**src/rtl/imem_loader.sv**
```systemverilog
`default_nettype none
// =============================================================================
// imem_loader : parses a framed host byte stream into 32-bit words and loads
//               them into the programmable instruction-memory region.
// Revision    : 1.0
// =============================================================================
module imem_loader #(
  parameter logic [7:0] SYNC_BYTE      = 8'hA5,
  parameter int         MAX_WORDS      = 512,
  parameter int         TIMEOUT_W      = 24,
  parameter int         TIMEOUT_CYCLES = 1_000_000
) (
  input  logic        clk,
  input  logic        rst,
  input  logic [7:0]  rx_data,
  input  logic        rx_valid,
  output logic        rx_ready,
  output logic [9:0]  imem_write_addr,
  output logic [31:0] imem_write_instr,
  output logic        imem_write_en,
  output logic        core_halt,
  output logic        load_done,
  output logic        load_err,
  output logic [9:0]  words_loaded
);

  localparam logic [16:0]          C_MAX_CNT      = 17'(MAX_WORDS);
  localparam logic [TIMEOUT_W-1:0] C_TIMEOUT_LAST = TIMEOUT_W'(TIMEOUT_CYCLES - 1);

  typedef enum logic [2:0] {
    S_IDLE   = 3'd0,
    S_CNT_HI = 3'd1,
    S_CNT_LO = 3'd2,
    S_DATA   = 3'd3,
    S_FINISH = 3'd4
  } state_t;

  state_t               r_state,     w_state_nxt;
  logic [7:0]           r_cnt_hi,    w_cnt_hi_nxt;
  logic [10:0]          r_word_cnt,  w_word_cnt_nxt;
  logic [1:0]           r_byte_idx,  w_byte_idx_nxt;
  logic [9:0]           r_word_idx,  w_word_idx_nxt;
  logic [23:0]          r_shift,     w_shift_nxt;
  logic [TIMEOUT_W-1:0] r_timer,     w_timer_nxt;
  logic [9:0]           r_addr,      w_addr_nxt;
  logic [31:0]          r_instr,     w_instr_nxt;
  logic                 r_wr_en,     w_wr_en_nxt;
  logic                 r_halt,      w_halt_nxt;
  logic                 r_done,      w_done_nxt;
  logic                 r_err,       w_err_nxt;
  logic [9:0]           r_loaded,    w_loaded_nxt;
  logic                 r_rx_ready;

  logic        w_accept;
  logic        w_active;
  logic        w_timeout;
  logic [15:0] w_cnt;
  logic        w_cnt_bad;
  logic        w_last_word;

  assign w_accept    = rx_valid && r_rx_ready;
  assign w_active    = (r_state == S_CNT_HI) || (r_state == S_CNT_LO) || (r_state == S_DATA);
  assign w_timeout   = w_active && !w_accept && (r_timer == C_TIMEOUT_LAST);
  assign w_cnt       = {r_cnt_hi, rx_data};
  assign w_cnt_bad   = (w_cnt == 16'd0) || ({1'b0, w_cnt} > C_MAX_CNT);
  assign w_last_word = (({1'b0, r_word_idx} + 11'd1) == r_word_cnt);

  always_ff @(posedge clk or posedge rst) begin
    if (rst) begin
      r_state    <= S_IDLE;
      r_cnt_hi   <= '0;
      r_word_cnt <= '0;
      r_byte_idx <= '0;
      r_word_idx <= '0;
      r_shift    <= '0;
      r_timer    <= '0;
      r_addr     <= '0;
      r_instr    <= '0;
      r_wr_en    <= 1'b0;
      r_halt     <= 1'b0;
      r_done     <= 1'b0;
      r_err      <= 1'b0;
      r_loaded   <= '0;
      r_rx_ready <= 1'b0;
    end else begin
      r_state    <= w_state_nxt;
      r_cnt_hi   <= w_cnt_hi_nxt;
      r_word_cnt <= w_word_cnt_nxt;
      r_byte_idx <= w_byte_idx_nxt;
      r_word_idx <= w_word_idx_nxt;
      r_shift    <= w_shift_nxt;
      r_timer    <= w_timer_nxt;
      r_addr     <= w_addr_nxt;
      r_instr    <= w_instr_nxt;
      r_wr_en    <= w_wr_en_nxt;
      r_halt     <= w_halt_nxt;
      r_done     <= w_done_nxt;
      r_err      <= w_err_nxt;
      r_loaded   <= w_loaded_nxt;
      r_rx_ready <= 1'b1;
    end
  end

  always_comb begin
    w_state_nxt    = r_state;
    w_cnt_hi_nxt   = r_cnt_hi;
    w_word_cnt_nxt = r_word_cnt;
    w_byte_idx_nxt = r_byte_idx;
    w_word_idx_nxt = r_word_idx;
    w_shift_nxt    = r_shift;
    w_timer_nxt    = r_timer;
    w_addr_nxt     = r_addr;
    w_instr_nxt    = r_instr;
    w_wr_en_nxt    = 1'b0;
    w_halt_nxt     = r_halt;
    w_done_nxt     = 1'b0;
    w_err_nxt      = r_err;
    w_loaded_nxt   = r_loaded;

    if (w_active) begin
      w_timer_nxt = w_accept ? '0 : r_timer + TIMEOUT_W'(1);
    end

    case (r_state)
      S_IDLE: begin
        if (w_accept && (rx_data == SYNC_BYTE)) begin
          w_err_nxt    = 1'b0;
          w_loaded_nxt = '0;
          w_halt_nxt   = 1'b1;
          w_timer_nxt  = '0;
          w_state_nxt  = S_CNT_HI;
        end
      end
      S_CNT_HI: begin
        if (w_accept) begin
          w_cnt_hi_nxt = rx_data;
          w_state_nxt  = S_CNT_LO;
        end
      end
      S_CNT_LO: begin
        if (w_accept) begin
          if (w_cnt_bad) begin
            w_err_nxt   = 1'b1;
            w_halt_nxt  = 1'b0;
            w_state_nxt = S_IDLE;
          end else begin
            w_word_cnt_nxt = w_cnt[10:0];
            w_byte_idx_nxt = '0;
            w_word_idx_nxt = '0;
            w_state_nxt    = S_DATA;
          end
        end
      end
      S_DATA: begin
        // Sync byte values are payload here; every byte is shifted in big-endian.
        if (w_accept) begin
          w_byte_idx_nxt = r_byte_idx + 2'd1;
          w_shift_nxt    = {r_shift[15:0], rx_data};
          if (r_byte_idx == 2'd3) begin
            w_wr_en_nxt    = 1'b1;
            w_instr_nxt    = {r_shift, rx_data};
            w_addr_nxt     = r_word_idx;
            w_word_idx_nxt = r_word_idx + 10'd1;
            w_loaded_nxt   = r_loaded + 10'd1;
            if (w_last_word) begin
              w_state_nxt = S_FINISH;
            end
          end
        end
      end
      S_FINISH: begin
        // This cycle carries the final write strobe; completion follows it.
        w_done_nxt  = 1'b1;
        w_halt_nxt  = 1'b0;
        w_state_nxt = S_IDLE;
      end
      default: begin
        w_state_nxt = S_IDLE;
      end
    endcase

    if (w_timeout) begin
      w_err_nxt   = 1'b1;
      w_halt_nxt  = 1'b0;
      w_state_nxt = S_IDLE;
    end
  end

  assign rx_ready         = r_rx_ready;
  assign imem_write_addr  = r_addr;
  assign imem_write_instr = r_instr;
  assign imem_write_en    = r_wr_en;
  assign core_halt        = r_halt;
  assign load_done        = r_done;
  assign load_err         = r_err;
  assign words_loaded     = r_loaded;

endmodule
`default_nettype wire

```
**config.mk**
```make
export PLATFORM = sky130hd
export DESIGN_NAME = imem_loader
export DESIGN_NICKNAME = d
export VERILOG_FILES = /design/src/rtl/imem_loader.sv
export SDC_FILE = /design/constraint.sdc
export NUM_CORES = 1
export LEC_CHECK = 0
export BUFFER_PORTS_ARGS = -buffer_cell sky130_fd_sc_hd__buf_2
export CORE_UTILIZATION = 42
export CTS_BUF_LIST = sky130_fd_sc_hd__clkbuf_16
export DETAILED_ROUTE_END_ITERATION = 8
export GPL_ROUTABILITY_DRIVEN = 1
export PLACE_DENSITY = 0.68
export SLEW_MARGIN = 5
export SYNTH_ARGS = -nofsm -noshare
export SYNTH_HDL_FRONTEND = slang
export SYNTH_SLANG_ARGS = --single-unit
```
**constraint.sdc**
```tcl
create_clock -name clk -period 4.9 [get_ports clk]
set_clock_uncertainty 0.1 [all_clocks]
set_input_delay 0.49 -clock clk [delete_from_list [all_inputs] [get_ports clk]]
set_output_delay 0.49 -clock clk [all_outputs]
set_load 0.03 [all_outputs]
```
==> qor.txt, run 1 <==
Routed met3 length: 563 µm
Yosys top cell by area: dfrtp_1
ANT nets after route: 0
Status: finished, final reports clean
Wire length on met1: 6470 µm
Largest net degree at the start of global routing: 103
Cells after synthesis: 617
Total grt overflow: 0
Num rows: 44
Tot Pwr: 3200 µW
Critical path arrival: 3.22 ns
Final setup fails: 0
Number of max-cap violations: 0
Peak VDD IR: 269 µV
Ys flop type: dfrtp_1
Vias per cell: 5.32
Worst rel slew slack: 20.2%
Chip width: 125 µm
Register-to-Register Path Depth: 7
DRT iter0 DRCs: 283
Mapped cell area: 6310 µm²
Fmax: 331 MHz
Final-stage net count: 694
Yosys warning count: 0
PwrDens: 435 nW/µm²
CP peak stage delay: 0.63 ns
Register bit count reported by yosys: 139
DRT Pass-1 Iters: 5
Clock Latency Late Sink: 0.42 ns
Die Area: 15,500 µm²
Leak: 0.00370 µW
Worst EP required: 5.11 ns
Post-synthesis sequential area ratio: 55.1%
First-pass GRT wire length: 23,400 µm
Final slew viol count: 0
RSZ-0062 raised after global routing: false
Chip Height: 125 µm
I/O Buffers: 67
Total wirelength of the detailed-routed design: 13,800 µm
Area grow syn2layout: 16.4%
Top area cells in the synthesized netlist: dfrtp_1, nand2_1, mux2_2
# IOs: 68
CP startpoint kind: flip-flop
R2R Path End: r_word_idx[5]
Crit Reg-Reg Startpoint: r_state[1]
WL met2: 6590 µm
Clock slew seen by the registers of the worst setup and hold paths: 0.06 ns
Number of diodes: 0
# DRC: 0
Most frequent cell after synthesis: nand2_1
CP Capture Type: flip-flop
Root buf cell: clkbuf_16
Clock buffer depth: 2
Gates resized, CTS repair: 0
Vias: 4,658
Critical setup path kind: reg -> reg
Post-route clock period utilization: 61.6%
Clock sink total: 139
Crit-path cells: and3b_1 -> nand2_2 -> inv_2 -> buf_4 -> and2_1 -> o21ai_0 -> o31ai_1
Initial core utilization: 43.3%
Fin Setup TNS: 0 ns
Initial antenna violation count: 0
FFs w/ async S/R, synth: 100%
Total GRT Usage: 19.2%
Postcts setup bufs: 0
Vias in the first global route: 4,588
Post-synth EDFFs: 0
Total core area: 14,600 µm²
Syn nets: 632
Syn_area_per_cell: 10.2 µm²
Critical path's slowest cell: dfrtp_1
Top layer in use: met4
Top cells by count, synth: nand2_1, dfrtp_1, nor2_1
Final WS setup: 1.88 ns
CTS buffer count: 17
Cts hold-fix bufs: 0
CTS tree: done
Synth top area share: 55.1%
Worst-Margin Slew: 1.20 ns
Layout cells sized above 1: 22.4%
H-tree levels: 4
Distinct cells, synth: 58
Wire length per cell: 15.8 µm
Worst min-delay path class: in -> async
Final min period: 3.02 ns
Worst Setup SP: r_state[1]
Routability cong.: 0.875
Worst slack, placed: 1.78 ns
Fin. Hold Viols: 0
Detail Placement HPWL: 9360 µm
R2R setup slack: 1.88 ns
Worst-path maximum fanout: 55
[worst max path at each step]
stage,endpoint,slack (ns),cells after the start
final,r_word_idx[5],1.88,7
after global routing,r_word_idx[9],1.46,7
after global placement,r_word_idx[5],1.92,7
after CTS,r_word_idx[5],1.77,7
after detailed placement,r_word_idx[9],1.78,7
after floorplan,core_halt,0.59,1
[cell type report]
class                           count  area, µm²
Multi-Input combinational cell    441       2690
Clock inverter                     14        124
Clock buffer                       17        425
Tap cell                          184        230
Inverter                            9       38.8
Sequential cell                   139       3480
Fill cell                        1331       7240
Timing Repair Buffer               71        365
[routing by layer]
metal	GRT usage (%)	up-vias
met3	5.11	12
met1	25.2	2305
met4	6.95	0
li1	-	2228
met5	0	-
met2	30.5	113
[cell usage in the layout, fill, tap and decap left out, types with 2 or more instances in the layout]
cell and count:
or2_2 3, or3_1 5, nand2b_1 5, clkinv_4 4
o41ai_1 3, mux2_2 38, and4_1 2, or4_1 5
clkinvlp_4 2, and3_1 9, and2_1 3, nand4_1 13
clkbuf_16 17, dfrtp_1 139, buf_2 67, a22o_1 2
mux2_1 8, a21oi_1 14, nand2_1 157, xnor2_1 13
inv_1 8, nor4_1 8, a211oi_1 2, xor2_1 22
o2111ai_1 2, o31ai_1 2, buf_4 4, nor3_4 2
o211ai_1 3, a21o_1 2, nor3_1 5, o21ai_0 21
nand3_1 17, nor2_1 45, o32ai_1 3, ha_1 4
clkinv_2 2, inv_6 4
[through the flow]
stage	hold WS (ns)	util, %	cells	instance area [µm²]
after CTS	0.201	50.4	875	7350
after floorplan	0.335	-	617	6310
after global routing	0.232	50.4	875	7350
final	0.182	50.4	875	7350
after detailed placement	0.360	46.6	844	6800
after global placement	0.352	46.6	844	6800
[cells by family after synthesis]
family                     share of synthesized area [%]
and+or+nand+nor                                     21.7
DFF                                                 55.1
AOI/OAI and AO/OA                                   6.05
muxes                                               8.21
xor gates and xnor gates                            5.59
buffers and inverters                               2.44
adders and majority gates                          0.793
other                                             0.0594
[registers in the layout (all words and copies together), names as in the netlist]
register	flops
r_state	3
r_word_idx	10
core_halt	1
imem_write_en	1
r_word_cnt	11
load_done	1
imem_write_instr	32
rx_ready	1
r_shift	24
r_cnt_hi	8
imem_write_addr	10
r_timer	24
words_loaded	10
load_err	1
r_byte_idx	2
[power by group]
group / internal (µW) / switching, µW
Sequential: 1320 / 184
Combinational: 244 / 254
Clock: 696 / 499
[worst max-delay path: cells and delay by family, from the launching register on]
family          cells  cell delay, ns
simple gates        3            1.16
buf+inv             2            0.86
flops               1            0.63
compound gates      2            0.15
(Power assumes the default switching activity.)
==> inputs of run 2 (changes only) <==
- ABC_AREA: default -> 1
- PLACE_DENSITY: 0.68 -> 0.7
- clock period: 4.9 -> 2.7 ns (I/O delays scaled with it)
==> qor.txt, run 2 <==
Status: finished, final reports clean
Commonest non-fill, non-tap cell in the layout: nand2_1
Worst Path Buf+Inv: 3 (+1)
Distinct cells, synth: 37 (-36%)
Clock slew seen by the registers of the worst setup and hold paths: 0.07 ns (about the same)
Initial core utilization: 43.5% (+0.24 points)
Critical path arrival: 2.39 ns (-0.83 ns)
Fmax: 459 MHz (+39%)
Total GRT Usage: 20.3% (+1.1 points)
CP startpoint kind: flip-flop
Most frequent cells in the layout: nand2_1, dfrtp_1, inv_1, o21ai_0, buf_2
Ys flop type: dfrtp_1
Tot Pwr: 7660 µW (+140%)
I/O Buffers: 67 (unchanged)
Max reg flops: 32 (unchanged)
Clock buffer depth: 2 (unchanged)
CP delay by family, top: buffers and inverters
Chip width: 128 µm (+2.9%)
Routability cong.: 0.841 (-3.9%)
Post-synthesis sequential area ratio: 52.0% (-3.1 points)
Worst EP required: 2.91 ns (-2.20 ns)
Final setup fails: 0 (unchanged)
Crit-path cells: nand2_2 -> clkinv_1 -> nand2_2 -> nor2_4 -> inv_2 -> nor2_1 -> inv_1 -> nand2_1
Number of diodes: 0 (unchanged)
DRT Pass-1 Iters: 7 (+2)
CP Capture Type: flip-flop
Post-route clock period utilization: 80.7% (+19 points)
Worst min-delay path class: in -> reg
Layout cells sized above 1: 14.9% (-7.5 points)
Cell mode on critical path: nand2_2
Yosys top cell by area: dfrtp_1
Largest net degree at the start of global routing: 75 (-27%)
PwrDens: 969 nW/µm² (+120%)
# DRC: 0 (unchanged)
Die Area: 16,400 µm² (+5.8%)
H-tree levels: 4 (unchanged)
Gates resized, CTS repair: 0 (unchanged)
Worst-path maximum fanout: 74 (+35%)
Top cells by count, synth: nand2_1, dfrtp_1, inv_1
Detail Placement HPWL: 10,700 µm (+14%)
Fin. Hold Viols: 0 (unchanged)
Initial antenna violation count: 0 (unchanged)
Yosys warning count: 0 (unchanged)
Register bit count reported by yosys: 139 (unchanged)
Worst-Margin Slew: 1.08 ns (-0.119 ns)
# IOs: 68 (unchanged)
Top area cells in the synthesized netlist: dfrtp_1, nand2_1, o21ai_0
Vias per cell: 4.96 (-6.9%)
Switching share of power: 37.3% (+8.1 points)
Layout fillers: 1,432 (+7.6%)
Flip-flop and latch area: 3480 µm² (unchanged)
FFs w/ async S/R, synth: 100% (unchanged)
Syn nets: 859 (+36%)
Clock Latency Late Sink: 0.43 ns (about the same)
Area of the multi-input gates: 2680 µm² (-0.23%)
Combinational power share: 28.4% (+13 points)
P_int: 4800 µW (+110%)
Most frequent cell after synthesis: nand2_1
Reg power frac: 39.8% (-7.3 points)
Number of max-cap violations: 0 (unchanged)
Final slew viol count: 0 (unchanged)
Wire length per cell: 13.1 µm (-17%)
CTS tree: done
Mapped cell area: 6690 µm² (+5.9%)
Final hold slack: 0.0801 ns (-0.101 ns)
Cells after synthesis: 844 (+37%)
ANT nets after route: 0 (unchanged)
Root buf cell: clkbuf_16
CP peak stage delay: 0.74 ns (+0.11 ns)
Total grt overflow: 0 (unchanged)
Final min period: 2.18 ns (-0.839 ns)
CTS buffer count: 17 (unchanged)
Post-synth EDFFs: 0 (unchanged)
Total core area: 15,400 µm² (+5.4%)
Synth top area share: 52.0% (-3.1 points)
Clock Power Share: 31.8% (-5.6 points)
Area grow syn2layout: 18.2%
Vias in the first global route: 5,457 (+19%)
DRT iter0 DRCs: 381 (+35%)
Critical setup path kind: reg -> reg
Worst slack, placed: 0.539 ns (-1.24 ns)
Num rows: 45 (+2.3%)
Worst rel slew slack: 28.1% (+7.9 points)
Critical path's slowest cell: inv_2
Leak: 0.00396 µW (+6.9%)
First-pass GRT wire length: 26,200 µm (+12%)
Switching Power: 2860 µW (+210%)
Final-stage net count: 934 (+35%)
Fin Setup TNS: 0 ns (unchanged)
Final WS setup: 0.522 ns (-1.36 ns)
Chip Height: 128 µm (+2.9%)
Total wirelength of the detailed-routed design: 15,000 µm (+8.5%)
Vias: 5,667 (+22%)
RSZ-0062 raised after global routing: false
Syn_area_per_cell: 7.92 µm² (-23%)
Clock sink total: 139 (unchanged)
Peak VDD IR: 548 µV (+100%)
-- run 2: cell count changes in the layout (fill, tap and decap cells not counted), moves of 10 or more --
cell / previous run / this run
nor3_1: 5 / 15
nand3_1: 17 / 63
xnor2_1: 13 / 0
xor2_1: 22 / 1
nor2_1: 45 / 63
nand2_1: 157 / 246
mux2_2: 38 / 0
inv_1: 8 / 106
o21ai_0: 21 / 88
-- run 2: worst register-to-register path: cells and delay by family, from the launching register on --
| family | cells | cell delay [ns] |
|---|---|---|
| buffers and inverters | 3 | 0.97 |
| AND/OR/NAND/NOR | 5 | 0.60 |
| flip-flops | 1 | 0.39 |
-- run 2: cells by family (layout without fill, tap and decap cells) --
family | Yosys count | count (layout) | share of synthesized area (%)
other | 1 | 1 | 0.0561
flip-flops | 139 | 139 | 52.0
XOR/XNOR | 1 | 1 | 0.131
AND/OR/NAND/NOR | 436 | 436 | 28.8
AO/OA/AOI/OAI | 129 | 129 | 10.4
adder cells (fa/ha/maj) | 4 | 4 | 0.749
buffers and inverters | 134 | 222 | 7.90
-- run 2: area by class of cell --
class | instances | area share (%)
clock buffer | 17 | 5.38
tap | 211 | 3.34
inverter | 112 | 5.37
sequential | 139 | 44.0
timing repair buffer | 78 | 5.63
multi-input combinational | 571 | 33.9
clock inverter | 15 | 2.39
-- run 2: per-layer routing --
layer  vias up  wire length, µm  GRT usage [%]  share of wire, %
li1       2862                -              -                 -
met1      2663             7380           27.7                49
met2       116             6660           31.3                45
met3        26              589           4.67               3.9
met4         0              323           8.17               2.2
met5         -                0              0                 0
-- run 2: power groups by stage --
stage / Sequential, µW / Combinational [µW] / Clock [µW]
finish: 3050 / 2180 / 2430
global route: 3130 / 2470 / 2560
CTS: 3040 / 2190 / 2470
detailed placement: 3070 / 2180 / 0
global placement: 3060 / 2120 / 0
floorplan: 3440 / 1160 / 0
-- run 2: repair_timing --
action                    in CTS  in global routing
buffers inserted               0                  0
hold endpoints to repair      22                  0
hold buffers                   1                  0
-- run 2: worst paths after layout --
check                                     start                    to  slack [ns]  cells past startpoint
setup / recovery                       rx_ready         r_word_idx[0]        0.52                      8
hold / removal                       rx_data[4]   imem_write_instr[4]        0.08                      3
setup reg to reg                       rx_ready         r_word_idx[0]        0.52                      8
hold reg to reg            imem_write_instr[25]  imem_write_instr[25]        0.37                      2
max in group asynchronous                   rst           r_shift[19]        1.42                      4
min in group asynchronous                   rst           r_shift[15]        0.40                      3
-- run 2: per-stage QoR --
| stage | util (%) | cells | instance area [µm²] |
|---|---|---|---|
| 4_1_cts | 51.4 | 1143 | 7910 |
| 3_3_place_gp | 47.4 | 1110 | 7280 |
| 2_1_floorplan | - | 844 | 6690 |
| 5_1_grt | 51.4 | 1143 | 7910 |
| 3_5_place_dp | 47.4 | 1110 | 7280 |
| 6_report | 51.4 | 1143 | 7910 |
